File: config.mk
export PLATFORM = sky130hd
export DESIGN_NAME = count_seq_ctrl
export DESIGN_NICKNAME = d
export VERILOG_FILES = /design/src/rtl/count_seq_pkg.sv /design/src/rtl/count_core.sv /design/src/rtl/count_seq_ctrl.sv
export SDC_FILE = /design/constraint.sdc
export NUM_CORES = 1
export LEC_CHECK = 0
export BUFFER_PORTS_ARGS = -buffer_cell sky130_fd_sc_hd__buf_2
export CAP_MARGIN = 10
export CORE_UTILIZATION = 45
export DETAILED_ROUTE_END_ITERATION = 12
export MAX_ROUTING_LAYER = met4
export PLACE_DENSITY = 0.76
export SYNTH_ARGS = -nofsm -noshare
export SYNTH_HDL_FRONTEND = slang
export SYNTH_SLANG_ARGS = --single-unit
File: constraint.sdc
create_clock -name Clk -period 1.55 [get_ports Clk]
set_clock_uncertainty 0.05 [all_clocks]
set_input_delay 0.31 -clock Clk [delete_from_list [all_inputs] [get_ports Clk]]
set_output_delay 0.31 -clock Clk [all_outputs]
set_load 0.03 [all_outputs]
File: src/rtl/count_seq_pkg.sv
// Shared definitions for the count sequencing controller and its counter core.
package count_seq_pkg;

  // Default counter / terminal-count width.
  localparam int DEFAULT_WIDTH = 4;

  // Controller state encoding. The spare code 2'b11 is never entered
  // on purpose; if it ever shows up it recovers to IDLE.
  typedef enum logic [1:0] {
    ST_IDLE  = 2'b00,
    ST_RUN   = 2'b01,
    ST_PAUSE = 2'b10,
    ST_BAD   = 2'b11
  } state_t;

  // A timer is busy while it is running or paused.
  function automatic logic is_busy(input state_t s);
    return (s == ST_RUN) || (s == ST_PAUSE);
  endfunction

endpackage

File: src/rtl/count_core.sv
// WIDTH-bit up-counter with synchronous clear (dominant) and enable,
// asynchronous active-low reset.
module count_core
  import count_seq_pkg::*;
#(
  parameter int WIDTH = DEFAULT_WIDTH
) (
  input  logic             Clk,
  input  logic             Rst_n,
  input  logic             clr,
  input  logic             en,
  output logic [WIDTH-1:0] q
);

  // Count register: clear wins over enable.
  always_ff @(posedge Clk or negedge Rst_n) begin
    if (!Rst_n) begin
      q <= '0;
    end else if (clr) begin
      q <= '0;
    end else if (en) begin
      q <= q + WIDTH'(1);
    end
  end

endmodule

File: src/rtl/count_seq_ctrl.sv
// Sequencing controller: turns the counter core into a one-shot or
// periodic timer with pause (Hold) and abort (Stop). Owns the counter's
// enable and clear, and emits a registered one-cycle Done pulse at each
// terminal count.
module count_seq_ctrl
  import count_seq_pkg::*;
#(
  parameter int WIDTH = DEFAULT_WIDTH
) (
  input  logic             Clk,
  input  logic             Rst_n,
  input  logic             Start,
  input  logic             Stop,
  input  logic             Hold,
  input  logic             Periodic,
  input  logic [WIDTH-1:0] Tc,
  output logic [WIDTH-1:0] Q,
  output logic             Cnt_en,
  output logic             Busy,
  output logic             Done,
  output state_t           dbg_state
);

  state_t           state_q;
  state_t           state_d;
  logic [WIDTH-1:0] tc_r;
  logic             per_r;
  logic             done_q;
  logic             terminal;
  logic             run_go;
  logic             load;
  logic             done_d;
  logic             core_clr;

  // Terminal compare against the value latched at Start, so Q never
  // runs past tc_r and later changes to Tc have no effect.
  assign terminal = (Q == tc_r);

  // An un-held, un-aborted RUN cycle either counts or hits terminal.
  assign run_go   = (state_q == ST_RUN) && !Hold && !Stop;
  assign done_d   = run_go && terminal;
  assign load     = (state_q == ST_IDLE) && Start && !Stop;

  // Clear the count on abort, on terminal, and whenever the timer is
  // not busy so IDLE (and the spare code) always shows Q=0.
  assign core_clr = Stop || done_d || !is_busy(state_q);

  assign Cnt_en    = run_go;
  assign Busy      = is_busy(state_q);
  assign Done      = done_q;
  assign dbg_state = state_q;

  // Next-state logic; Stop dominates everything, Start only matters in IDLE.
  always_comb begin
    state_d = state_q;
    if (Stop) begin
      state_d = ST_IDLE;
    end else begin
      case (state_q)
        ST_IDLE: begin
          if (Start) state_d = ST_RUN;
        end
        ST_RUN: begin
          if (Hold) begin
            state_d = ST_PAUSE;
          end else if (terminal && !per_r) begin
            state_d = ST_IDLE;
          end
        end
        ST_PAUSE: begin
          if (!Hold) state_d = ST_RUN;
        end
        default: begin
          state_d = ST_IDLE;
        end
      endcase
    end
  end

  // State register.
  always_ff @(posedge Clk or negedge Rst_n) begin
    if (!Rst_n) begin
      state_q <= ST_IDLE;
    end else begin
      state_q <= state_d;
    end
  end

  // Terminal count and mode are captured only when arming from IDLE.
  always_ff @(posedge Clk or negedge Rst_n) begin
    if (!Rst_n) begin
      tc_r  <= '0;
      per_r <= 1'b0;
    end else if (load) begin
      tc_r  <= Tc;
      per_r <= Periodic;
    end
  end

  // Done is high for exactly the cycle after a terminal edge.
  always_ff @(posedge Clk or negedge Rst_n) begin
    if (!Rst_n) begin
      done_q <= 1'b0;
    end else begin
      done_q <= done_d;
    end
  end

  count_core #(
    .WIDTH (WIDTH)
  ) u_core (
    .Clk   (Clk),
    .Rst_n (Rst_n),
    .clr   (core_clr),
    .en    (Cnt_en),
    .q     (Q)
  );

endmodule
# ---- Word level (Yosys, flattened, before mapping)
# Cells that the tools add are included.
dict set report totals {
  inputBits 10
  regBits 12
  elab_cells 36
  out_inout_bits 9
}
dict set report op_classes {
  muxes 8
  add_sub_neg 1
  reduce_logical 16
  eq_ne 6
}
# operator n
set ops {}
lappend ops {{2-bit two-way mux} 5}
lappend ops {{4-bit two-way mux} 2}
lappend ops {{1-bit logical AND} 6}
lappend ops {{3-bit != test, second input constant} 2}
lappend ops {{2-bit case mux with 3 select lines} 1}
lappend ops {{4-bit by 1-bit adder with 4-bit output, second input constant} 1}
lappend ops {{4-bit == test} 1}
lappend ops {{1-bit zero test} 4}
lappend ops {{4-bit by 3-bit != test with 1-bit output, second input constant} 1}
lappend ops {{1-bit logical OR} 3}
lappend ops {{3-bit AND reduction} 1}
lappend ops {{2-bit by 1-bit == test with 1-bit output, second input constant} 1}
lappend ops {{2-bit == test, second input constant} 1}
lappend ops {{2-bit zero test} 1}
lappend ops {{2-bit nonzero test} 1}

# ---- Longest topological paths before layout
dict set report logic_depth {
  depth_word 7
  ltp_mapped 8
  mapped_depth_nobuf 7
}

# ---- By module
# Synthesis repeated with hierarchy kept, for this count alone.
dict set report hier_totals {
  cells_unflattened 57
  area_unflattened_um2 680.7
}
# module area_each_um2 seq_area_each_um2 n_inst cells_each
set by_module_without_submodules {}
lappend by_module_without_submodules {count_seq_ctrl 488.0 200.2 1 41}
lappend by_module_without_submodules {count_core 192.7 100.1 1 16}

# ---- Worst setup path after synthesis
# Ideal clock, no wire load.
dict set report synth_timing {
  path_kind {register to register}
  start {register state_q[1] (netlist: dbg_state[1])}
  end {register state_q[0] (netlist: dbg_state[0])}
  required_ns 1.373
  stages_incl_launch_ff 9
  path_slack_ns -0.447
  arrival_ns 1.820
  synth_period_minus_slack_ns 1.997
  setup_time_ns 0.127
  n_path_buf 1
  cell_sequence {dfrtp_1 inv_1 ha_1 or3b_1 buf_6 inv_1 nor2_1 mux2i_1 nand3_1}
}
dict set report synth_between {
  elab_chain_len 3
  word_cells_on_any_way 9
  cone_classes {5 x eq/ne; 2 x mux; 2 x reduce/logical}
}
# element line_no
set synth_rtl {}
lappend synth_rtl {{start, declared} count_seq_ctrl.sv:24} ;# state_t state_q;
lappend synth_rtl {{start signal, assigned} count_seq_ctrl.sv:85} ;# state_q <= state_d;
lappend synth_rtl {{2-bit by 1-bit == test with 1-bit output, or another cell as far along} count_seq_ctrl.sv:59} ;# case (state_q)
lappend synth_rtl {{4-bit by 3-bit != test with 1-bit output (no source line), or another cell as far along} --}
lappend synth_rtl {{3-bit AND reduction (no source line) / 2-bit two-way mux (equally long branches)} --}
# Several ways; a longest one is shown, not always the timed one.
# A chain may end at the register's enable or synchronous reset.

# ---- Worst setup path in the final report
dict set report layout_timing {
  start {register state_q[1] (netlist: dbg_state[1])}
  end {output port Cnt_en}
}
dict set report layout_between {
  elab_chain_len 3
}
# element line_no
set layout_rtl {}
lappend layout_rtl {{2-bit by 1-bit == test with 1-bit output} count_seq_ctrl.sv:40} ;# assign run_go = (state_q == ST_RUN) && !Hold && !Stop;
lappend layout_rtl {{1-bit logical AND (2 in series)} count_seq_ctrl.sv:40}
lappend layout_rtl {{end, declared} count_seq_ctrl.sv:18} ;# output logic Cnt_en,
# No other way between the ends.

==> summary.md <==
| Metric | Value |
|---|---|
| Status | finished with violations |
| Failing checks | setup timing |
| Finished Layout Cells | 125 |
| Max-slew violations | 0 |
| # port buffers | 18 |
| Routed WL per cell | 13.9 um |
| Core Area | 1520 um2 |
| Synth-to-layout area growth | 56.4% |
| I/O Pins | 19 |
| Clock Tree Root | clkbuf_4 |
| Tmin final | 1.86 ns |
| Startpoint types | flip-flop |
| DR vias | 654 |
| Design Power | 1.52 mW |
| Pre-CTS WS | -0.163 ns |
| HPWL reported at the end of detailed placement | 1.20 mm |
| H-tree levels | 1 |
| Asr flop ratio synth | 100% |
| Worst-Skew Late Latency | 0.27 ns |
| Top-area cell type share of the netlist area | 40.4% |
| Worst setup EP type | primary output |
| Layout cell share with drive strength beyond 1 | 63.3% |
| Initial DRC Count | 3 |
| # diodes | 0 |
| Clock slew at reported path FFs | 0.08 ns |
| Max Fanout on Critical Path | 2 |
| Syn Nets | 82 |
| Post-synth top cells | dfrtp_1, nand2_1, ha_1, mux2_2, nand3_1 |
| Post-synth EDFFs | 0 |
| Final hold violation count | 0 |
| Final period util | 120% |
| Critical Path RT | 1.19 ns |
| Synth area leaders | dfrtp_1, xnor2_2, ha_1 |
| Post-Route WL | 1.74 mm |
| Post-synthesis cell count | 67 |
| Ys flop type | dfrtp_1 |
| Max cap viols | 0 |
| Peak VDD IR | 0.977 mV |
| Fin area | 1160 um2 |
| Crit path DAT | 1.50 ns |
| Grt total ovfl | 0 |
| Avg Vias per Cell | 5.23 |
| Slew HR | 81.0% |
| Width of the die | 42.6 um |
| Mapped cell area | 743 um2 |
| Unrepaired setup endpoints after global routing | true |
| Cell taking the most area after synthesis | dfrtp_1 |
| Initial antenna violation count | 0 |
| Most numerous cell in the Yosys netlist | dfrtp_1 |
| Fill cells | 109 |
| Std cell rows | 14 |
| Largest net degree at the start of global routing | 13 |
| Die Ht | 42.6 um |
| # nets final | 126 |
| Worst path max stage delay | 0.42 ns |
| HP Class | input pin to flip-flop |
| Fmax | 537 MHz |
| Ys Warns | 0 |
| CTS sink count | 12 |
| Critical path, cell by cell | inv_2 -> ha_4 -> or3b_4 -> clkinvlp_4 -> buf_6 |
| First-pass GRT wire length | 2.90 mm |
| Pre-Repair DR Iteration Count | 4 |
| Vias in the first global route | 650 |
| Clock buffer depth | 2 |
| Starting density of the core | 48.8% |
| Worst-Margin Slew | 0.284 ns |
| Flop and latch count out of synthesis | 12 |
| Sequential cell area | 303 um2 |
| Worst Setup Path Type | flip-flop to primary output |
| PD cells | 1310 nW/um2 |
| Count of different cell masters after synthesis | 26 |
| CTS Buf Count | 3 |
| Routed Antenna Nets | 0 |
| Cell area after placement | 973 um2 |
| Area of the multi-input gates | 510 um2 |
| Leakage | 0.540 nW |
| Setup WS post-layout | -0.313 ns |
| Post-Syn Area per Cell | 11.1 um2 |
| DRC | 0 |
| Seq/Total Area, Yosys | 40.4% |
| Gr usage total | 22.7% |
| CTS tree | built |
| Dpl cells | 115 |
| Setup-failing EPs final | 8 |
| Max stage delay cell, worst path | dfrtp_2 |
| Final GP Congestion | 0.853 |
| Die Area | 1820 um2 |
## sequential cells by signal, summed over array words and instances (netlist names)
| register | count |
|---|---|
| u_core.q | 4 |
| per_r | 1 |
| tc_r | 4 |
| dbg_state | 2 |
| Done | 1 |
## layout make-up
cell class	instances	share of cell area (%)
repair buffers	40	24.9
flip-flops and latches	12	26.0
inverters	3	1.51
well taps	16	1.72
multi-input cells	51	43.9
clock buffers	3	1.94
## through the flow
stage / hold slack (ns) / utilization, % / TNS (ns)
3_5_place_dp: 0.157 / 63.9 / -0.672
4_1_cts: 0.198 / 72.6 / -1.17
5_1_grt: 0.200 / 76.3 / -2.43
6_report: 0.210 / 76.3 / -1.74
2_1_floorplan: -0.0356 / - / -1.03
3_3_place_gp: 0.156 / 63.9 / -0.345
## critical path: cells and delay by family, from the launching register on
kind / cells / cell delay, ns
buffers and inverters: 3 / 0.31
and+or+nand+nor: 1 / 0.39
DFF: 1 / 0.42
adders and majority gates: 1 / 0.12
## metal layers
metal	up-vias	track usage, %	wire, um
li1	325	-	-
met1	309	26.4	738
met2	18	37.3	924
met3	2	6.47	58
met4	0	7.50	18
met5	-	-	0
## final timing paths
kind,from,end,slack [ns],depth (start not counted)
max in group asynchronous,Rst_n,dbg_state[1],0.83,2
max reg2reg,dbg_state[1],dbg_state[0],-0.28,10
max,dbg_state[1],Cnt_en,-0.31,5
min in group asynchronous,Rst_n,Done,0.37,2
min,Tc[1],tc_r[1],0.21,2
min reg2reg,tc_r[2],tc_r[2],0.52,1
## cell families after synthesis
kind of cell	count (synthesis)	share of synthesized area, %
simple gates	27	22.7
flops	12	40.4
compound gates	9	7.74
mux	6	8.92
fa+ha+maj	5	8.42
xor+xnor	4	8.75
buf+inv	4	3.03
## repair_timing
item                                    4_1_cts  5_1_grt
hold endpoints to repair                     12        0
hold buffers                                  1        0
endpoints found under the setup margin        8       13
gates resized for setup                      17       12
pin swaps                                     6        7
setup buffers                                 4        4
## power by group
part           leakage, nW  switching (mW)  total [mW]  internal [mW]
combinational        0.374           0.402       0.843          0.440
clock               0.0138          0.0982       0.188         0.0898
sequential           0.152          0.0873       0.491          0.403
total                0.540           0.588        1.52          0.933
## placed cells by master (no fill, tap or decap), types with 2 or more instances in the layout
cell	count
buf_2	16
nor2_1	2
nand2b_1	2
ha_4	3
mux2_2	5
clkbuf_4	3
dfrtp_2	2
nand2_1	5
buf_4	16
o21ai_1	2
buf_6	7
a21oi_2	2
o211ai_1	3
nand2_2	2
dfrtp_1	10
xnor2_2	4
ha_1	2
nand3_1	4
(Power assumes the default switching activity.)
